### config.mk
export PLATFORM = sky130hd
export DESIGN_NAME = bnn_bus_master
export DESIGN_NICKNAME = d
export VERILOG_FILES = /design/src/rtl/bnn_bus_master.sv
export SDC_FILE = /design/constraint.sdc
export NUM_CORES = 1
export LEC_CHECK = 0
export ABC_AREA = 0
export BUFFER_PORTS_ARGS = -buffer_cell sky130_fd_sc_hd__buf_2
export CAP_MARGIN = 20
export CORE_ASPECT_RATIO = 0.8
export CORE_MARGIN = 5
export CORE_UTILIZATION = 42
export CTS_CLUSTER_DIAMETER = 200
export DETAILED_ROUTE_END_ITERATION = 16
export PLACE_DENSITY = 0.8
export SLEW_MARGIN = 20
export SYNTH_ARGS = -nofsm -noshare
export SYNTH_HDL_FRONTEND = slang
export SYNTH_SLANG_ARGS = --single-unit
### constraint.sdc
create_clock -name clk -period 1.9 [get_ports clk]
set_clock_uncertainty 0.1 [all_clocks]
set_input_delay 0.285 -clock clk [delete_from_list [all_inputs] [get_ports clk]]
set_output_delay 0.285 -clock clk [all_outputs]
set_load 0.005 [all_outputs]
### src/rtl/bnn_bus_master.sv
// Bus master that turns BNN accelerator commands into bus transactions.
// Only one transaction is outstanding at a time.
module bnn_bus_master #(
    parameter logic [31:0] BNN_BASE = 32'h0001_0000
) (
    input  logic        clk,
    input  logic        rst,
    input  logic        cmd_valid,
    output logic        cmd_ready,
    input  logic [2:0]  cmd_op,
    input  logic [9:0]  cmd_addr,
    input  logic [1:0]  cmd_lane,
    input  logic [1:0]  cmd_bs,
    input  logic [31:0] cmd_data,
    input  logic [7:0]  cmd_len,
    output logic        b_req,
    output logic        p_req,
    output logic        p_we,
    output logic [3:0]  p_be,
    output logic [31:0] p_addr,
    output logic [31:0] p_wdata,
    input  logic        p_gnt,
    input  logic        p_rvalid,
    input  logic        p_err,
    input  logic [31:0] p_rdata,
    output logic        res_valid,
    output logic [31:0] res_data,
    output logic        busy,
    output logic        err,
    output logic        illegal
);
    typedef enum logic [1:0] {S_IDLE = 2'd0, S_REQ = 2'd1, S_WAIT = 2'd2} state_t;

    localparam logic [2:0] OP_INI   = 3'd0;
    localparam logic [2:0] OP_ACC   = 3'd1;
    localparam logic [2:0] OP_POOL  = 3'd2;
    localparam logic [2:0] OP_NORM  = 3'd3;
    localparam logic [2:0] OP_SETEN = 3'd4;
    localparam logic [2:0] OP_ILL   = 3'd5;
    localparam logic [2:0] OP_ACTIV = 3'd6;
    localparam logic [2:0] OP_NORM8 = 3'd7;

    // Offset inside the 8 KiB BNN window; bit 12 separates the data array from control registers.
    function automatic logic [12:0] win_offset(input logic [2:0] op, input logic [9:0] a,
                                               input logic [1:0] lane, input logic [1:0] bs);
        case (op)
            OP_ACC, OP_NORM, OP_NORM8: win_offset = {1'b0, a, 2'b00};
            OP_INI:                    win_offset = 13'h1000;
            OP_POOL:                   win_offset = 13'h1004;
            OP_ACTIV:                  win_offset = 13'h100C;
            OP_SETEN:                  win_offset = {1'b1, 3'b000, 1'b1, 2'b00, bs, lane, 2'b00};
            default:                   win_offset = 13'h0000;
        endcase
    endfunction

    function automatic logic [3:0] byte_en(input logic [2:0] op);
        case (op)
            OP_NORM:  byte_en = 4'b1011;
            OP_NORM8: byte_en = 4'b1001;
            default:  byte_en = 4'b1111;
        endcase
    endfunction

    function automatic logic addr_steps(input logic [2:0] op);
        addr_steps = (op == OP_ACC) || (op == OP_NORM) || (op == OP_NORM8);
    endfunction

    state_t      state_q;
    logic        rdy_q;
    logic        b_req_q;
    logic        busy_q;
    logic        err_q;
    logic        illegal_q;
    logic        p_we_q;
    logic [2:0]  op_q;
    logic [9:0]  addr_q;
    logic [1:0]  lane_q;
    logic [1:0]  bs_q;
    logic [7:0]  beats_q;
    logic [3:0]  p_be_q;
    logic [31:0] p_addr_q;
    logic [31:0] p_wdata_q;
    logic [9:0]  addr_d;
    logic [31:0] p_addr_d;

    assign addr_d   = addr_steps(op_q) ? addr_q + 10'd1 : addr_q;
    assign p_addr_d = BNN_BASE | {19'd0, win_offset(op_q, addr_d, lane_q, bs_q)};

    // Ready is masked by rst so it reads 0 throughout reset and 1 right after release.
    assign cmd_ready = rdy_q & ~rst;
    assign b_req     = b_req_q;
    assign p_req     = 1'b0;
    assign p_we      = p_we_q;
    assign p_be      = p_be_q;
    assign p_addr    = p_addr_q;
    assign p_wdata   = p_wdata_q;
    assign busy      = busy_q;
    assign err       = err_q;
    assign illegal   = illegal_q;
    assign res_valid = (state_q == S_WAIT) & p_rvalid & (op_q == OP_ACTIV) & ~rst;
    assign res_data  = res_valid ? p_rdata : 32'h0000_0000;

    // Command FSM; all bus-facing request fields are held in registers.
    always_ff @(posedge clk) begin
        if (rst) begin
            state_q   <= S_IDLE;
            rdy_q     <= 1'b1;
            b_req_q   <= 1'b0;
            busy_q    <= 1'b0;
            err_q     <= 1'b0;
            illegal_q <= 1'b0;
            p_we_q    <= 1'b0;
            op_q      <= 3'd0;
            addr_q    <= 10'd0;
            lane_q    <= 2'd0;
            bs_q      <= 2'd0;
            beats_q   <= 8'd0;
            p_be_q    <= 4'h0;
            p_addr_q  <= 32'h0000_0000;
            p_wdata_q <= 32'h0000_0000;
        end else begin
            case (state_q)
                S_IDLE: begin
                    if (cmd_valid && rdy_q) begin
                        if (cmd_op == OP_ILL) begin
                            illegal_q <= 1'b1;
                        end else begin
                            op_q      <= cmd_op;
                            addr_q    <= cmd_addr;
                            lane_q    <= cmd_lane;
                            bs_q      <= cmd_bs;
                            beats_q   <= cmd_len;
                            p_we_q    <= (cmd_op == OP_INI) || (cmd_op == OP_SETEN);
                            p_be_q    <= byte_en(cmd_op);
                            p_addr_q  <= BNN_BASE | {19'd0, win_offset(cmd_op, cmd_addr, cmd_lane, cmd_bs)};
                            p_wdata_q <= cmd_data;
                            b_req_q   <= 1'b1;
                            busy_q    <= 1'b1;
                            rdy_q     <= 1'b0;
                            state_q   <= S_REQ;
                        end
                    end
                end
                S_REQ: begin
                    if (p_gnt) begin
                        b_req_q <= 1'b0;
                        state_q <= S_WAIT;
                    end
                end
                S_WAIT: begin
                    // p_gnt is ignored here so a two-phase response cannot trigger a new request.
                    if (p_rvalid) begin
                        if (p_err) begin
                            err_q <= 1'b1;
                        end
                        if (beats_q == 8'd0) begin
                            busy_q  <= 1'b0;
                            rdy_q   <= 1'b1;
                            state_q <= S_IDLE;
                        end else begin
                            beats_q  <= beats_q - 8'd1;
                            addr_q   <= addr_d;
                            p_addr_q <= p_addr_d;
                            b_req_q  <= 1'b1;
                            state_q  <= S_REQ;
                        end
                    end
                end
                default: begin
                    b_req_q <= 1'b0;
                    busy_q  <= 1'b0;
                    rdy_q   <= 1'b1;
                    state_q <= S_IDLE;
                end
            endcase
        end
    end

endmodule

==> results.md, run 1 <==
* Final hold violation count at 0
* DRC Markers at 0
* Worst EP arrival at 1.78 ns
* Area growth, synth to finish at 41.4%
* RSZ-0062 raised after global routing: yes
* Clock root buffer: clkbuf_16
* CORE AREA at about 9600 µm²
* Clock Latency Late Sink at ~0.34 ns
* I/O pin cnt at a little over 200
* Hold WS at 0.0836 ns
* VDD IR max at between 0.3 and 0.4 mV
* Net switching power of the design at 1.42 mW
* Worst-Margin Slew at 0.598 ns
* Most common cell type on the critical path: buf_6
* Multiplexer share of the synthesized area at 0.00243
* Synth Flop Type: dfxtp_1
* Worst Hold Depth at 3
* Setup TNS Final at -8.06 ns
* Chip Height at around 99 µm
* Mapped Cells at 544
* CP max stage cell: dfxtp_4
* Initial antenna violation count at 1
* Synth top area cells: dfxtp_1 39%, nand2_1 11%, a21oi_1 8.6%
* Power Total at 4.76 mW
* Global-route wire length before repair at about 21000 µm
* Final WL at between 10000 and 15000 µm
* Final Wtd Congestion at 0.963
* Placed cell areas at between 5000 and 6000 µm²
* GRT Residual Overflow at 0
* Number of DRC markers in iteration 0 at 480
* Fraction of registers with async set/reset at 0
* Die W at 121 µm
* Post-route ant nets at 0
* Cell Area, Synth at 4120 µm²
* Tmin final at 2.17 ns
* Top-count cell post-synth: nand2_1
* Top post-synthesis cells by count: 121 x nand2_1, 80 x dfxtp_1, 71 x a21oi_1, 40 x nor2_1, 33 x and2_1
* Routed len/inst at 16.2 µm
* Largest net degree at the start of global routing at 55
* Comb pwr share at 0.213
* Simple logic cell fraction of the synthesized area at 0.273
* Via count at ~4500
* All-layer global routing usage at 0.213
* Hold Path Class: in2reg
* CP Buf/Inv Count at 3
* Pwr dens at ~800 nW/µm²
* Net count reported at finish at 827
* R2r setup slk at 0.06 ns
* Post-route insts no fill at approximately 850
* Post-Synth XOR/XNOR Area at 0.0170
* Slowest stage delay, CP at 0.35 ns
* Fin crit share at 1.14
* Clock buffer depth at 2
* Hold Buf Count CTS at 0
* WP depth at 7
* WS Path Type: reg2out
* Share of layout cells above drive strength 1 at 0.368
* Slew Viols, Final at 0
* Slew headroom at 0.602
* CP Cell Sequence: nor2b_4, nand2_4, nor4b_4, buf_6, clkbuf_16, and2_4, buf_6
* Starting Density at 0.429
* Leakage power at ~2.7 nW
* Port buffer count at 181
* Achievable frequency at between 400 and 500 MHz
* Synth area leader: dfxtp_1
* Yosys warnings at 0
* Final setup vio count at 33
* Clk slew on worst S/H paths at 0.06 ns
* Area taken by multi-input logic gates at 2330 µm²
* EDFF count, synth at 0
* Largest family of logic cells by synthesized area: simple AND/OR/NAND/NOR gates
* First-pass DRT Iterations at 5
* FP Rows at 32
* Worst setup margin at -0.270 ns
* # fillers at 839
* Clock share of power at 0.375
* Vias per std cell at 5.31
* Sw Ratio at 0.297
* Int Pwr at 3.35 mW
* R2R depth at 6
* Mean area per synthesized cell at between 7 and 8 µm²
* DP Wirelength at 9800 µm
* Startpoint class of the critical path: register
* FF+latch area at 1610 µm²
* Yosys reg bits at 80
* Post-synthesis compound-gate area fraction at 0.216
* Placed cell count at 830
* Adder-cell share of the synthesized area at 0.0122
* Sink Count at 80
* Seq/Total Area, Yosys at 0.389
* CP top delay family: simple AND/OR/NAND/NOR gates
* ANT cells at 0
* Crit. End Element: output pin
* H-Tree Level Count at 3
* Synth cell types at 50
* CTS tree: yes
* Cts bufs inserted at 9
* Failing checks: setup timing
* Synth top area share at 0.389
* Req. time, crit path at 1.51 ns
* Finished Cell Area at 5820 µm²
* Util after Layout at 0.606
* Vias in the first global route at 4310
* Setup WS pre-CTS at 0.000500 ns
* Crit Path Max Fanout at 8
* Die footprint at 11900 µm²
* Status: finished with violations
* Register share of total power at 0.412
* Max Cap Viol at 0
==> state kept, by name, summed over array words and instances, names as in the netlist, 2 cells and up <==
signal	cells
bs_q	2
p_be	3
op_q	3
state_q	2
p_wdata	32
beats_q	8
addr_q	10
lane_q	2
p_addr	12
==> power groups by stage <==
stage               Clock (mW)  Sequential, mW  Combinational, mW
floorplan                    0            1.97              0.595
global placement             0            1.98              0.940
detailed placement           0            1.99              0.966
CTS                       1.82            1.95              0.977
global route              1.90            1.98               1.12
finish                    1.79            1.96               1.02
==> final cells by class <==
cell class              instances  share of cell area
inverters                       8             0.00516
multi-input cells             416               0.401
clock inverters                 5              0.0110
flip-flops and latches         80               0.276
clock buffers                  11              0.0417
repair buffers                213               0.240
well taps                     119              0.0256
==> per-layer routing <==
layer / vias up / GRT usage / part of all wire
met5: - / 0 / 0.00094
met4: 2 / 0.0697 / 0.028
met3: 40 / 0.0534 / 0.079
met2: 221 / 0.376 / 0.51
met1: 2074 / 0.253 / 0.38
li1: 2186 / - / -
==> worst register-to-register path: cells and delay by family, from the launching register on <==
family	cells	cell delay, ns
flip-flops	1	0.35
AND/OR/NAND/NOR	2	0.72
AO/OA/AOI/OAI	3	0.46
buffers and inverters	1	0.14
==> layout by cell type, fill, tap and decap left out, types with 7 or more instances in the layout <==
master,instances
buf_2,157
nand2_1,120
dfxtp_1,76
a21oi_1,70
nor2_1,40
buf_6,28
and2_4,24
buf_4,22
conb_1,21
a211oi_1,11
clkbuf_16,11
o21ai_1,10
and2_1,9
o21ai_0,9
inv_1,8
a32oi_1,7
nor3_1,7
==> kinds of logic after synthesis <==
kind of cell / Yosys count
simple gates: 239
compound gates: 143
flops: 80
buf+inv: 68
xor+xnor: 8
fa+ha+maj: 4
other cells: 1
mux: 1
==> worst paths after layout <==
kind / start / to
setup / recovery: state_q[1] / res_data[5]
setup reg to reg: state_q[1] / p_addr[5]
hold reg to reg: p_wdata[6] / p_wdata[6]
hold / removal: cmd_data[4] / p_wdata[4]
==> repair_timing <==
item,CTS,global route
pin swaps,0,18
resized for setup,3,71
setup endpoints to repair,34,54
buffers inserted,0,3
gates cloned,0,3
Power figures use the tool's default switching activity.
==> run 2, diff against run 1 <==
- REMOVE_ABC_BUFFERS: not set -> 1
==> run 2 against run 1 <==
  * The run still ends with setup timing left
  * Core utilization up 4.9 points
  * Via count rose by 7.3%
  * Register-to-register slack worse by 0.12 ns
==> results.md, run 2 (same netlist as run 1, synthesis figures left out) <==
* Status: finished with violations (unchanged)
* Failing checks: setup timing (unchanged)
* First-pass DRT Iterations at 6 (was 5)
* H-Tree Level Count at 3 (unchanged)
* Clock Latency Late Sink at 0.34 ns (about the same)
* Crit Path Max Fanout at 8 (unchanged)
* Most Crowded Layer GR: met2 (unchanged)
* Die footprint at 11900 µm² (unchanged)
* Chip Height at 98.6 µm (unchanged)
* Clk slew on worst S/H paths at 0.07 ns (was 0.06 ns)
* Worst EP arrival at 1.77 ns (was 1.78 ns)
* Most common cell after layout, fill and taps aside: buf_2 (unchanged)
* CP Cell Sequence: inv_1, nand2_2, nor4b_4, buf_6, clkbuf_16, and2_4, buf_6 (was nor2b_4, nand2_4, nor4b_4, buf_6, clkbuf_16, and2_4, buf_6)
* CORE AREA at 9610 µm² (unchanged)
* Final hold violation count at 0 (unchanged)
* FF+latch area at 1600 µm² (was 1610 µm²)
* Crit. End Element: output pin (unchanged)
* Tmin final at 2.16 ns (was 2.17 ns)
* RSZ-0062 raised after global routing: yes (unchanged)
* DP Wirelength at 9690 µm (was 9800 µm)
* CP max stage cell: dfxtp_1 (was dfxtp_4)
* FP Rows at 32 (unchanged)
* Req. time, crit path at 1.51 ns (about the same)
* Most frequent cells in the layout: 155 x buf_2, 119 x nand2_1, 78 x dfxtp_1 (was 157 x buf_2, 120 x nand2_1, 76 x dfxtp_1)
* Sink Count at 80 (unchanged)
* Port buffer count at 181 (unchanged)
* Leakage power at 2.92 nW (was 2.70 nW)
* Final Wtd Congestion at 0.893 (was 0.963)
* Met2 Resource Use GR at 0.412 (was 0.376)
* Area growth, synth to finish at 52.8% (was 41.4%)
* GR Util met1 at 0.269 (was 0.253)
* Initial antenna violation count at 0 (was 1)
* I/O pin cnt at 203 (unchanged)
* Hold Buf Count CTS at 0 (unchanged)
* Global-route wire length before repair at 22200 µm (was 20700 µm)
* Achievable frequency at 464 MHz (was 461 MHz)
* Max Cap Viol at 0 (unchanged)
* Vias in the first global route at 4569 (was 4310)
* Clock buffer depth at 2 (unchanged)
* Slew Viols, Final at 0 (unchanged)
* Post-route ant nets at 0 (unchanged)
* Cts bufs inserted at 9 (unchanged)
* Vias per std cell at 5.48 (was 5.31)
* Max reg flops at 32 (unchanged)
* Largest net degree at the start of global routing at 82 (was 55)
* GRT Residual Overflow at 0 (unchanged)
* Via count at 4851 (was 4523)
* Final setup vio count at 57 (was 33)
* Hold Path Class: in2reg (unchanged)
* Startpoint class of the critical path: register (unchanged)
* Pwr dens at 837 nW/µm² (was 818 nW/µm²)
* # fillers at 759 (was 839)
* WS Path Type: reg2out (unchanged)
* Share of layout cells above drive strength 1 at 0.415 (was 0.368)
* Slowest stage delay, CP at 0.37 ns (was 0.35 ns)
* Final WL at 15500 µm (was 13800 µm)
* ANT cells at 0 (unchanged)
* Fin crit share at 1.13 (was 1.14)
* Power Total at 5.27 mW (was 4.76 mW)
* DRC Markers at 0 (unchanged)
* Clock root buffer: clkbuf_16 (unchanged)
* Starting Density at 0.429 (unchanged)
* Area taken by multi-input logic gates at 2450 µm² (was 2330 µm²)
* Die W at 121 µm (unchanged)
* Number of DRC markers in iteration 0 at 436 (was 480)
* VDD IR max at 0.445 mV (was 0.392 mV)
* Most common cell type on the critical path: buf_6 (unchanged)
* Met3 GRT Util at 0.0505 (was 0.0534)
* Net count reported at finish at 860 (was 827)
* Worst setup margin at -0.256 ns (was -0.270 ns)
* Routed len/inst at 17.5 µm (was 16.2 µm)
* Hold WS at 0.0770 ns (was 0.0836 ns)
* All-layer global routing usage at 0.227 (was 0.213)
* CTS tree: yes (unchanged)
==> run 2: layout make-up <==
class                           count  area share
Clock buffer                       10      0.0364
Tap cell                          119      0.0237
Inverter                            8     0.00477
Timing Repair Buffer              244       0.273
Clock inverter                      6      0.0183
Sequential cell                    80       0.255
Multi-Input combinational cell    418       0.389
==> run 2: timing repair <==
action / 4_1_cts / 5_1_grt
pin swaps: 21 / 19
gates resized for setup: 32 / 63
cloned: 4 / 4
setup endpoints to repair: 63 / 84
buffers inserted: 10 / 10
==> run 2: final timing paths <==
kind / slack [ns] / cells after the start / end / startpoint
setup / recovery: -0.26 / 7 / res_data[9] / op_q[0]
hold / removal: 0.08 / 3 / p_wdata[7] / cmd_data[7]
setup reg to reg: -0.06 / 7 / p_addr[5] / state_q[1]
hold reg to reg: 0.35 / 2 / p_wdata[17] / p_wdata[17]
==> run 2: layer usage <==
layer	vias to the layer above	part of all wire
met2	276	0.52
met5	-	0
met3	39	0.082
met4	0	0.021
li1	2266	-
met1	2270	0.37
==> run 2: worst max-delay path, delay by kind of cell, from the launching register on <==
family / cells / cell delay (ns)
buffers and inverters: 4 / 0.56
DFF: 1 / 0.37
and+or+nand+nor: 3 / 0.50
==> run 2: stage by stage <==
step | worst slack (ns) | TNS [ns] | utilization | cell area [µm²] | std cells
final | -0.256 | -8.02 | 0.655 | 6290 | 885
after global routing | -0.327 | -13.92 | 0.655 | 6290 | 885
after CTS | -0.262 | -7.17 | 0.614 | 5900 | 873
after detailed placement | -0.272 | -3.64 | 0.546 | 5250 | 843
after global placement | -0.136 | -1.40 | 0.546 | 5250 | 843
after floorplan | -0.986 | -72.95 | - | 3850 | 504
==> run 2: power by group <==
group          switching [mW]  internal [mW]  total, mW
sequential              0.119           1.84       1.96
combinational           0.694          0.601       1.30
clock                   0.720           1.29       2.01
==> run 3, diff against run 2 <==
- CTS_CLUSTER_DIAMETER: 200 -> 80
- SETUP_SLACK_MARGIN: not set -> 0.15
==> run 3 against run 2 <==
  * The run still ends with setup timing left
  * Clock-buffer cell count unchanged
  * Clock power increased by 2%
  * Die area unchanged
  * Cell count increased by 2.7%
  * Sequential power about the same
==> results.md, run 3 (same netlist as run 1, synthesis figures left out) <==
* Status: finished with violations (unchanged)
* Failing checks: setup timing (unchanged)
* RSZ-0062 raised after global routing: yes (unchanged)
* Max Cap Viol at 0 (unchanged)
* Area growth, synth to finish at 70.3% (was 52.8%)
* Leakage power at 3.29 nW (was 2.92 nW)
* Pwr dens at 839 nW/µm² (was 837 nW/µm²)
* Max reg flops at 32 (unchanged)
* Vias in the first global route at 4901 (was 4569)
* Req. time, crit path at 1.51 ns (about the same)
* Fin crit share at 1.13 (about the same)
* DP Wirelength at 9690 µm (unchanged)
* Setup WS pre-CTS at -0.272 ns (unchanged)
* Worst EP arrival at 1.76 ns (was 1.77 ns)
* Slew Viols, Final at 0 (unchanged)
* Largest net degree at the start of global routing at 82 (unchanged)
* Most common cell after layout, fill and taps aside: buf_2 (unchanged)
* ANT cells at 0 (unchanged)
* Die footprint at 11900 µm² (unchanged)
* Cts bufs inserted at 9 (unchanged)
* Metal1 wirelength at 6850 µm (was 5810 µm)
* Max Used Layer: met4 (unchanged)
* Final Wtd Congestion at 0.893 (unchanged)
* Hold Path Class: in2reg (unchanged)
* Tmin final at 2.14 ns (was 2.16 ns)
* Worst Hold Depth at 3 (unchanged)
* Vias per std cell at 6.04 (was 5.48)
* Initial antenna violation count at 0 (unchanged)
* Hold wc startpoint: cmd_data[30] (was cmd_data[7])
* Clock Latency Late Sink at 0.35 ns (was 0.34 ns)
* All-layer global routing usage at 0.255 (was 0.227)
* Crit. End Element: output pin (unchanged)
* Final setup vio count at 90 (was 57)
* Crit Path Max Fanout at 8 (unchanged)
* Net count reported at finish at 884 (was 860)
* CTS tree: yes (unchanged)
* GRT Residual Overflow at 0 (unchanged)
* Slew headroom at 0.630
* Share of layout cells above drive strength 1 at 0.538 (was 0.415)
* CORE AREA at 9610 µm² (unchanged)
* Achievable frequency at 467 MHz (was 464 MHz)
* Global-route wire length before repair at 24600 µm (was 22200 µm)
* R2r setup slk at -0.15 ns (was -0.06 ns)
* Post-route ant nets at 0 (unchanged)
* Final WL at 20200 µm (was 15500 µm)
* Worst-Margin Slew at 0.548 ns
* Clock root buffer: clkbuf_16 (unchanged)
* Sink Count at 80 (unchanged)
* Most frequent cells in the layout: 170 x buf_2, 77 x nand2_1, 71 x dfxtp_1 (was 155 x buf_2, 119 x nand2_1, 78 x dfxtp_1)
* Routed len/inst at 22.2 µm (was 17.5 µm)
* R2R depth at 10 (was 7)
* Setup TNS Final at -9.46 ns (was -8.02 ns)
* Chip Height at 98.6 µm (unchanged)
* Final hold violation count at 0 (unchanged)
* Clock buffer depth at 2 (unchanged)
* First-pass DRT Iterations at 5 (was 6)
* FP Rows at 32 (unchanged)
* DRC Markers at 0 (unchanged)
* VDD IR max at 0.474 mV (was 0.445 mV)
* Port buffer count at 181 (unchanged)
* I/O pin cnt at 203 (unchanged)
* RR Endpoint: p_addr[2] (was p_addr[5])
* Worst r2r src: state_q[1] (unchanged)
* Startpoint class of the critical path: register (unchanged)
* Number of DRC markers in iteration 0 at 688 (was 436)
* Clk slew on worst S/H paths at 0.07 ns (about the same)
* Met3 routed WL at 2370 µm (was 1270 µm)
* Util after Layout at 0.730 (was 0.655)
* H-Tree Level Count at 3 (unchanged)
* Via count at 5493 (was 4851)
* Worst setup margin at -0.242 ns (was -0.256 ns)
* Die W at 121 µm (unchanged)
* Hold Buf Count CTS at 0 (unchanged)
* WS Path Type: reg2out (unchanged)
* Starting Density at 0.429 (unchanged)
* Wire length on met2 at 9750 µm (was 8080 µm)
* Hold Path End: p_wdata[30] (was p_wdata[7])
run 3: cell types whose count changed in the layout (fill, tap and decap cells not counted), moves of 15 or more:
cell	before	now
a21oi_1	63	25
a21oi_2	7	44
and2_1	8	23
and2_4	25	10
buf_2	155	170
nand2_1	119	77
nand2_2	2	20
nand2_4	1	25
run 3: worst max path at each step:
stage	startpoint	slack, ns	to
finish	op_q[0]	-0.24	res_data[22]
global route	state_q[1]	-0.34	res_data[22]
CTS	state_q[1]	-0.24	res_data[13]
detailed placement	beats_q[0]	-0.27	addr_q[1]
global placement	beats_q[0]	-0.14	addr_q[1]
floorplan	state_q[1]	-0.99	res_data[0]
run 3: layout make-up:
class                      instances  area (µm²)
inverter                           8        35.0
timing repair buffer             268        2010
fill                             609        2590
clock buffer                      10         229
clock inverter                     6         115
multi-input combinational        418        2870
sequential                        80        1620
tap                              119         149
run 3: worst max-delay path, cell delays in order (launching register included):
cell	delay, ns
dfxtp_4	0.37
inv_4	0.08
nand2_4	0.07
nor4b_4	0.29
buf_6	0.17
buf_6	0.10
buf_6	0.10
and2_1	0.11
buf_2	0.11
run 3: through the flow:
| stage | instances | total power [mW] | hold slack, ns | instance area (µm²) |
|---|---|---|---|---|
| global placement | 843 | 2.93 | 0.339 | 5250 |
| CTS | 886 | 5.31 | 0.0770 | 6240 |
| floorplan | 504 | 2.47 | 0.254 | 3850 |
| global route | 909 | 6.06 | 0.0718 | 7010 |
| detailed placement | 843 | 2.98 | 0.344 | 5250 |
| finish | 909 | 5.89 | 0.0713 | 7010 |
run 3: metal layers:
metal  track usage  vias up
li1              -     2316
met1         0.296     2553
met2         0.449      486
met3        0.0723      138
met4        0.0906        0
met5             0        -
run 3: repair_timing:
| action | 4_1_cts | 5_1_grt |
|---|---|---|
| resized for setup | 80 | 136 |
| setup endpoints to repair | 65 | 108 |
| setup buffers | 18 | 14 |
| pin swaps | 56 | 45 |
| gates cloned | 9 | 9 |
run 3: power by group:
part | internal, mW | total (mW) | leakage, nW | switching, mW
logic | 0.871 | 1.85 | 2.46 | 0.979
registers | 1.84 | 1.98 | 0.660 | 0.144
clock network | 1.29 | 2.05 | 0.164 | 0.757
